[src/rtl/bramfifo_fwft_if.sv]
// Handshake and status bundle for bramfifo_fwft.
// The master side drives writes, the sink ready and flush. The slave side is the FIFO.
interface bramfifo_fwft_if #(
    parameter int DATA_ = 8,
    parameter int ADDR_ = 8
) ();
    logic               flush;
    logic [DATA_-1:0]   in_data;
    logic               in_valid;
    logic               in_ready;
    logic [DATA_-1:0]   out_data;
    logic               out_valid;
    logic               out_ready;
    logic [ADDR_+1:0]   fill;
    logic               almost_full;
    logic               almost_empty;

    modport master (
        output flush, in_data, in_valid, out_ready,
        input  in_ready, out_data, out_valid, fill, almost_full, almost_empty
    );

    modport slave (
        input  flush, in_data, in_valid, out_ready,
        output in_ready, out_data, out_valid, fill, almost_full, almost_empty
    );
endinterface

[src/rtl/bramfifo_fwft.sv]
// First-word-fall-through FIFO built on a simple dual-port block RAM with a
// 1-cycle registered read. A two-entry output stage (head + skid) hides the
// RAM read latency, so the FIFO can stream one word per cycle in each direction.

// Simple dual-port RAM: one write port and one registered read port.
module bramsd #(
    parameter int DATA_ = 8,
    parameter int ADDR_ = 8
) (
    input  logic             clk,
    input  logic             we_i,
    input  logic [ADDR_-1:0] waddr_i,
    input  logic [DATA_-1:0] wdata_i,
    input  logic             re_i,
    input  logic [ADDR_-1:0] raddr_i,
    output logic [DATA_-1:0] rdata_o
);
    logic [DATA_-1:0] mem_q [0:(2**ADDR_)-1];
    logic [DATA_-1:0] rdata_q;

    // Write port; the array holds no reset, so its contents are don't-care after reset
    always_ff @(posedge clk) begin
        if (we_i) begin
            mem_q[waddr_i] <= wdata_i;
        end
    end

    // Registered read port: data is valid the cycle after re_i
    always_ff @(posedge clk) begin
        if (re_i) begin
            rdata_q <= mem_q[raddr_i];
        end
    end

    assign rdata_o = rdata_q;
endmodule

module bramfifo_fwft #(
    parameter int DATA_   = 8,
    parameter int ADDR_   = 8,
    parameter int AFULL_  = (2**ADDR_) - 2,
    parameter int AEMPTY_ = 2
) (
    input  logic           clk,
    input  logic           rst,
    bramfifo_fwft_if.slave bus
);
    localparam int FW = ADDR_ + 2;
    localparam logic [ADDR_:0]   DEPTH     = {1'b1, {ADDR_{1'b0}}};
    localparam logic [ADDR_-1:0] ONE_A     = {{(ADDR_-1){1'b0}}, 1'b1};
    localparam logic [ADDR_:0]   ONE_M     = {{ADDR_{1'b0}}, 1'b1};
    localparam logic [ADDR_:0]   ZERO_M    = {(ADDR_+1){1'b0}};
    localparam logic [FW-1:0]    AFULL_TH  = FW'(AFULL_);
    localparam logic [FW-1:0]    AEMPTY_TH = FW'(AEMPTY_);

    // RAM ring state
    logic [ADDR_-1:0] wp_q, wp_d;
    logic [ADDR_-1:0] rp_q, rp_d;
    logic [ADDR_:0]   mcount_q, mcount_d;
    // A RAM read was issued last cycle and its data is on rdata_s now
    logic             inflight_q, inflight_d;
    // Output stage: head is what the sink sees, skid catches a read that lands during a stall
    logic [DATA_-1:0] head_q, head_d;
    logic [DATA_-1:0] skid_q, skid_d;
    logic [1:0]       ocount_q, ocount_d;

    logic             in_ready_s;
    logic             out_valid_s;
    logic             wr_s;
    logic             pop_s;
    logic             rd_s;
    logic [1:0]       occ_s;
    logic [DATA_-1:0] rdata_s;
    logic [FW-1:0]    fill_s;

    // Handshake qualification and the decision to issue a RAM read this cycle
    always_comb begin
        in_ready_s  = (mcount_q < DEPTH) && !rst;
        out_valid_s = (ocount_q != 2'd0);
        wr_s        = bus.in_valid && in_ready_s && !bus.flush;
        pop_s       = out_valid_s && bus.out_ready;
        occ_s       = ocount_q + {1'b0, inflight_q};
        if (bus.flush || (mcount_q == ZERO_M)) begin
            rd_s = 1'b0;
        end else if (occ_s < 2'd2) begin
            rd_s = 1'b1;
        end else begin
            // Output stage is spoken for. A pop this cycle frees the slot the new read
            // needs, which keeps full-rate streaming free of bubbles.
            rd_s = pop_s;
        end
    end

    // Next state for pointers, RAM occupancy and the output stage
    always_comb begin
        wp_d       = wp_q;
        rp_d       = rp_q;
        mcount_d   = mcount_q;
        inflight_d = rd_s;
        head_d     = head_q;
        skid_d     = skid_q;
        ocount_d   = ocount_q;
        if (bus.flush) begin
            wp_d       = {ADDR_{1'b0}};
            rp_d       = {ADDR_{1'b0}};
            mcount_d   = ZERO_M;
            inflight_d = 1'b0;
            head_d     = {DATA_{1'b0}};
            skid_d     = {DATA_{1'b0}};
            ocount_d   = 2'd0;
        end else begin
            if (wr_s) begin
                wp_d = wp_q + ONE_A;
            end else begin
                wp_d = wp_q;
            end
            if (rd_s) begin
                rp_d = rp_q + ONE_A;
            end else begin
                rp_d = rp_q;
            end
            case ({wr_s, rd_s})
                2'b10:   mcount_d = mcount_q + ONE_M;
                2'b01:   mcount_d = mcount_q - ONE_M;
                default: mcount_d = mcount_q;
            endcase
            // Pop first: the skid word, if any, advances to the head
            if (pop_s) begin
                if (ocount_q == 2'd2) begin
                    head_d   = skid_q;
                    ocount_d = 2'd1;
                end else begin
                    ocount_d = 2'd0;
                end
            end else begin
                ocount_d = ocount_q;
            end
            // Then land the RAM read into the first free slot of the output stage
            if (inflight_q) begin
                if (ocount_d == 2'd0) begin
                    head_d   = rdata_s;
                    ocount_d = 2'd1;
                end else begin
                    skid_d   = rdata_s;
                    ocount_d = 2'd2;
                end
            end else begin
                skid_d = skid_q;
            end
        end
    end

    // State registers; reset empties the FIFO immediately at any phase
    always_ff @(posedge clk or posedge rst) begin
        if (rst) begin
            wp_q       <= {ADDR_{1'b0}};
            rp_q       <= {ADDR_{1'b0}};
            mcount_q   <= ZERO_M;
            inflight_q <= 1'b0;
            head_q     <= {DATA_{1'b0}};
            skid_q     <= {DATA_{1'b0}};
            ocount_q   <= 2'd0;
        end else begin
            wp_q       <= wp_d;
            rp_q       <= rp_d;
            mcount_q   <= mcount_d;
            inflight_q <= inflight_d;
            head_q     <= head_d;
            skid_q     <= skid_d;
            ocount_q   <= ocount_d;
        end
    end

    // Write and read never hit the same address: reads only issue from stored words
    bramsd #(
        .DATA_ (DATA_),
        .ADDR_ (ADDR_)
    ) u_ram (
        .clk     (clk),
        .we_i    (wr_s),
        .waddr_i (wp_q),
        .wdata_i (bus.in_data),
        .re_i    (rd_s),
        .raddr_i (rp_q),
        .rdata_o (rdata_s)
    );

    assign fill_s = {1'b0, mcount_q}
                  + {{(ADDR_+1){1'b0}}, inflight_q}
                  + {{ADDR_{1'b0}}, ocount_q};

    assign bus.in_ready     = in_ready_s;
    assign bus.out_valid    = out_valid_s;
    assign bus.out_data     = head_q;
    assign bus.fill         = fill_s;
    assign bus.almost_full  = (fill_s >= AFULL_TH);
    assign bus.almost_empty = (fill_s <= AEMPTY_TH);
endmodule

[src/flat_wrapper.sv]
// flat-port wrapper written by rule: the top's interface ports become plain ports
module bramfifo_fwft_flat 
#(
    parameter int DATA_   = 8,
    parameter int ADDR_   = 8,
    parameter int AFULL_  = (2**ADDR_) - 2,
    parameter int AEMPTY_ = 2
)
  (clk, rst, bus_flush, bus_in_data, bus_in_valid, bus_out_ready, bus_in_ready, bus_out_data, bus_out_valid, bus_fill, bus_almost_full, bus_almost_empty);
  bramfifo_fwft_if #(.DATA_(DATA_), .ADDR_(ADDR_)) bus_i ();
  input  logic clk;
  input  logic rst;
  input wire logic [$bits(bus_i.flush)-1:0] bus_flush;
  input wire logic [$bits(bus_i.in_data)-1:0] bus_in_data;
  input wire logic [$bits(bus_i.in_valid)-1:0] bus_in_valid;
  input wire logic [$bits(bus_i.out_ready)-1:0] bus_out_ready;
  output wire logic [$bits(bus_i.in_ready)-1:0] bus_in_ready;
  output wire logic [$bits(bus_i.out_data)-1:0] bus_out_data;
  output wire logic [$bits(bus_i.out_valid)-1:0] bus_out_valid;
  output wire logic [$bits(bus_i.fill)-1:0] bus_fill;
  output wire logic [$bits(bus_i.almost_full)-1:0] bus_almost_full;
  output wire logic [$bits(bus_i.almost_empty)-1:0] bus_almost_empty;
  assign bus_i.flush = bus_flush;
  assign bus_i.in_data = bus_in_data;
  assign bus_i.in_valid = bus_in_valid;
  assign bus_i.out_ready = bus_out_ready;
  assign bus_in_ready = bus_i.in_ready;
  assign bus_out_data = bus_i.out_data;
  assign bus_out_valid = bus_i.out_valid;
  assign bus_fill = bus_i.fill;
  assign bus_almost_full = bus_i.almost_full;
  assign bus_almost_empty = bus_i.almost_empty;
  bramfifo_fwft #(.DATA_(DATA_), .ADDR_(ADDR_), .AFULL_(AFULL_), .AEMPTY_(AEMPTY_)) u_core (.clk(clk), .rst(rst), .bus(bus_i));
endmodule
[config.mk]
export PLATFORM = sky130hd
export DESIGN_NAME = bramfifo_fwft_flat
export DESIGN_NICKNAME = d
export VERILOG_FILES = /design/src/rtl/bramfifo_fwft_if.sv /design/src/rtl/bramfifo_fwft.sv /design/src/flat_wrapper.sv
export SDC_FILE = /design/constraint.sdc
export NUM_CORES = 2
export LEC_CHECK = 0
export CELL_PAD_IN_SITES_DETAIL_PLACEMENT = 0
export CELL_PAD_IN_SITES_GLOBAL_PLACEMENT = 2
export CORE_MARGIN = 3
export CORE_UTILIZATION = 35
export CTS_CLUSTER_DIAMETER = 100
export DETAILED_ROUTE_END_ITERATION = 6
export PLACE_DENSITY = 0.55
export SYNTH_ARGS = -nofsm -noshare
export SYNTH_HDL_FRONTEND = slang
export SYNTH_SLANG_ARGS = --single-unit
[constraint.sdc]
create_clock -name clk -period 3.6 [get_ports clk]
set_input_delay 0.72 -clock clk [delete_from_list [all_inputs] [get_ports clk]]
set_output_delay 0.72 -clock clk [all_outputs]
set_load 0.02 [all_outputs]
==> impl_summary.md <==
Yosys
The per-instance average area after synthesis is roughly 20 um2. The dominant synthesized flop cell is sky130_fd_sc_hd__edfxtp_1. The post-synthesis cell count is 4031.

The flop and latch count out of synthesis is 2100. Yosys mapped a number of flops with a built-in enable equal to 2056. When the netlist entered floorplanning its net count stood at ~4100. Sequential cells were found to cover between 70% and 80% of the synthesized design area.

The Yosys step of the flow raised 0 warnings. Sorting the synthesized cells by area gives the leading types as sky130_fd_sc_hd__edfxtp_1, sky130_fd_sc_hd__mux4_2, sky130_fd_sc_hd__mux2i_1, sky130_fd_sc_hd__a22oi_1, sky130_fd_sc_hd__dfrtp_1. The most frequently used cell type in the post-synthesis netlist is sky130_fd_sc_hd__edfxtp_1. The area share of the largest cell type after synthesis is approximately 75%.

The commonest cells after synthesis are sky130_fd_sc_hd__edfxtp_1, sky130_fd_sc_hd__mux4_2, sky130_fd_sc_hd__nor2_1, sky130_fd_sc_hd__a22oi_1, sky130_fd_sc_hd__mux2i_1. After synthesis, the share of flip-flops with an asynchronous set or reset is 2.095%. Summed over all instances, the cell type with the most area after synthesis is sky130_fd_sc_hd__edfxtp_1. The post-synthesis instance area is around 80000 um2. The number of distinct library cells after synthesis is 68.

STA
The count of final setup violators is 2. For the pin with the worst max-slew slack, the measured transition is roughly 1.1 ns. The achievable frequency is 0.2684 GHz. The relative slew slack is between 20% and 30%. Of the available clock period, the critical path in the final layout requires 103.5%. The number of failing hold endpoints at the final stage is 0. For the final routed database, the setup TNS stands at -0.2148 ns. The post-layout worst setup margin is -0.1264 ns. Setup repair after global routing could not meet its margin everywhere.

The maximum clock skew at final layout is around 0.024 ns. The clock period minus final worst setup slack is between 3 and 4 ns. The number of pins exceeding their max-slew limit in the final report came to 0.

Cells and area
The final layout contains roughly 4600 nets. After routing the design area is approximately 97000 um2. The finished layout holds slightly below 8000 standard cells, fillers aside. Compared with the post-synthesis result, the final layout area differs by 18.01%. The fraction of layout instances using a drive strength above 1 is between 20 and 30%.

Run status
The checks that failed: negative setup slack. The flow ran to the end, but the final reports show violations.

Worst setup path
The critical path contains buffers and inverters numbering 3 combined. The signal on the critical path passes through inv_2 > fa_2 > fa_2 > nor2_4 > xor2_2 > buf_4 > and4_1 > nand4_1 > nand2_1 > buf_6. For the worst flop-to-flop path, the logic depth is 8.

The data arrival time of the critical path is between 3 and 4 ns. The end of the worst register-to-register path is u_core.u_ram.rdata_o[5]. The capturing element type of the critical path is an output pin. The startpoint identified for the worst register-to-register timing path is u_core.rp_q[0]. The worst-path cell with the longest stage delay is sky130_fd_sc_hd__fa_2. The setup path with the least slack is of type register to output pin. The delay of the slowest cell on the worst path is 0.40 ns.

Of all nets on the critical path, the largest fanout is 2. The critical path required time is approximately 2.9 ns. The critical path startpoint category is a register.

The kind of cell adding the most delay to the critical path is adder cells. The most repeated library cell on the critical path is sky130_fd_sc_hd__fa_2. The register-to-register path setup slack is 0.22 ns.

Detailed routing
For this block, the routed nets add up to approximately 240 mm of wire. The total met2 wirelength after detailed routing is 111.7 mm. Dividing the detail-routed via count by the number of cells gives approximately 5.3. Across all layers, the routed design uses between 40000 and 50000 vias. The total met3 wirelength after detailed routing is approximately 12 mm. The initial detailed-routing violation count is about 4100.

After detailed routing, no signal wire sits above met4. The detailed-route DRC error count is 0. The post-route antenna net violation count is 0. The post-detailed-route wirelength per cell is 29.95 um.

The pre-antenna-repair detailed-routing pass consisted of 5 iterations. The detailed router put a total of approximately 110 mm of wire on met1.

Floorplan
The die outline width is 490.2 um. The total core area is between 200000 and 250000 um2. The die area is 240300 um2. In this run the count of I/O pins placed on the die edge is 35. The die span in y is between 400 and 500 um. The number of core rows is 177.

Once the floorplan was initialized, standard cells occupied about a third of the core.

Power and ir drop
The cell leakage power is between 30 and 40 nW. Power spread over the standard cell area amounts to 643.4 nW/um2. The worst-case IR drop observed on VDD is approximately 0.50 mV. Power comes to around 62 mW.

Place
The setup slack at placement is -0.2722 ns. The count of buffers from port buffering is 34. The post-place instance area is ~90000 um2. After detailed placement, the design holds a cell count of around 7500.

The weighted congestion at the end of routability-driven global placement is approximately 0.79. The half-perimeter wire length after detailed placement is 149.7 mm.

Global routing
The total overflow reported by the global router is 0. The via count of the first global-routing pass is between 40000 and 50000. The initial antenna violation count came to 7. The first global-routing pass estimated 334.7 mm of wire. The largest net degree at the start of global routing is just over 90. The overall global routing resource usage is around a fifth.

Worst hold path
The worst hold endpoint is u_core.mcount_q[0]. Along the worst hold path, the cell count comes to 2. The min-delay analysis places its worst path in the category primary input to register.

The start point of the worst min-delay path is bus_flush.

CTS
The root buffer cell chosen for the clock tree is sky130_fd_sc_hd__clkbuf_16. TritonCTS built the clock tree. Hold repair after CTS inserted 0 buffers.

The buffer levels on the longest clock path is 3. Counting the buffers created by CTS gives 220. The clock drives 2100 sinks. The clock reaches the later pin of the worst-skew pair after 0.85 ns. The maximum level of the CTS H-tree is 4. After clock tree synthesis, the clock-pin slew on the worst setup and hold paths is around 0.06 ns.

Job
The max-cap violation count is 0.
stage by stage:
step	util (%)	hold WS, ns
floorplan	-	0.4893
global placement	38.52	0.5053
detailed placement	38.52	0.5131
CTS	41.52	0.1601
global route	41.57	0.2092
finish	41.57	0.2424
layer usage:
layer,vias up,global-route usage (%)
met1,22650,28.66
met2,1081,30.70
met4,0,4.110
met5,-,0
met3,264,3.238
li1,17920,-
how the worst max path moves through the flow:
| stage | cells after the start | startpoint | to | slack (ns) |
|---|---|---|---|---|
| global placement | 7 | u_core.rp_q[0] | u_core.u_ram.rdata_o[1] | -0.26 |
| global route | 10 | u_core.mcount_q[0] | bus_almost_full | -0.28 |
| floorplan | 8 | u_core.ocount_q[0] | bus_almost_full | 0.37 |
| detailed placement | 7 | u_core.rp_q[0] | u_core.u_ram.rdata_o[1] | -0.27 |
| CTS | 10 | u_core.mcount_q[0] | bus_almost_full | -0.27 |
| finish | 10 | u_core.mcount_q[0] | bus_almost_full | -0.13 |
power by group:
part	internal [mW]	switching [mW]
registers	27.0	0.283
logic	6.04	7.17
clock network	12.3	9.53
total	45.3	17.0
cell usage in the layout (no fill, tap or decap), types with 56 or more instances in the layout:
| master | netlist | final |
|---|---|---|
| sky130_fd_sc_hd__nor2_1 | 276 | 273 |
| sky130_fd_sc_hd__nor3_1 | 72 | 70 |
| sky130_fd_sc_hd__a21oi_1 | 127 | 127 |
| sky130_fd_sc_hd__buf_4 | 26 | 497 |
| sky130_fd_sc_hd__buf_12 | 3 | 58 |
| sky130_fd_sc_hd__clkbuf_16 | 0 | 224 |
| sky130_fd_sc_hd__mux4_2 | 434 | 434 |
| sky130_fd_sc_hd__mux2i_1 | 145 | 145 |
| sky130_fd_sc_hd__edfxtp_1 | 2056 | 2056 |
| sky130_fd_sc_hd__clkinv_2 | 0 | 56 |
| sky130_fd_sc_hd__a22oi_1 | 182 | 182 |
| sky130_fd_sc_hd__clkinv_1 | 0 | 62 |
logic make-up (layout without fill, tap and decap cells):
kind of cell / count (synthesis) / count (layout) / share of synthesized area [%]
flops: 2100 / 2100 / 76.58
mux: 600 / 600 / 14.10
simple gates: 539 / 539 / 2.982
compound gates: 486 / 486 / 3.993
buf+inv: 270 / 1017 / 1.906
xor+xnor: 27 / 27 / 0.2882
fa+ha+maj: 9 / 9 / 0.1555
other cells: 0 / 1 / 0
final cells by class:
class                      instances  area [um2]
sequential                      2100       62850
clock inverter                   146        1095
clock buffer                     268        5791
multi-input combinational       1661       17880
fill                           20760      136100
tap                             3132        3919
timing repair buffer             588        5248
inverter                          15       56.30
antenna                            1       2.502
registers in the layout (all words and copies together), names as in the netlist:
name,cells
u_core.bus.out_data,8
u_core.inflight_q,1
u_core.mcount_q,9
u_core.ocount_q,2
u_core.rp_q,8
u_core.skid_q,8
u_core.u_ram.mem_q,2048
u_core.u_ram.rdata_o,8
u_core.wp_q,8
what timing repair did:
action / in CTS / in global routing
setup buffers: 5 / 4
resized for setup: 47 / 15
cloned: 0 / 0
pin swaps: 7 / 1
setup endpoints to repair: 17 / 15
endpoints found under the hold margin: 0 / 0
Note: power is estimated with default switching activity, not from simulation.
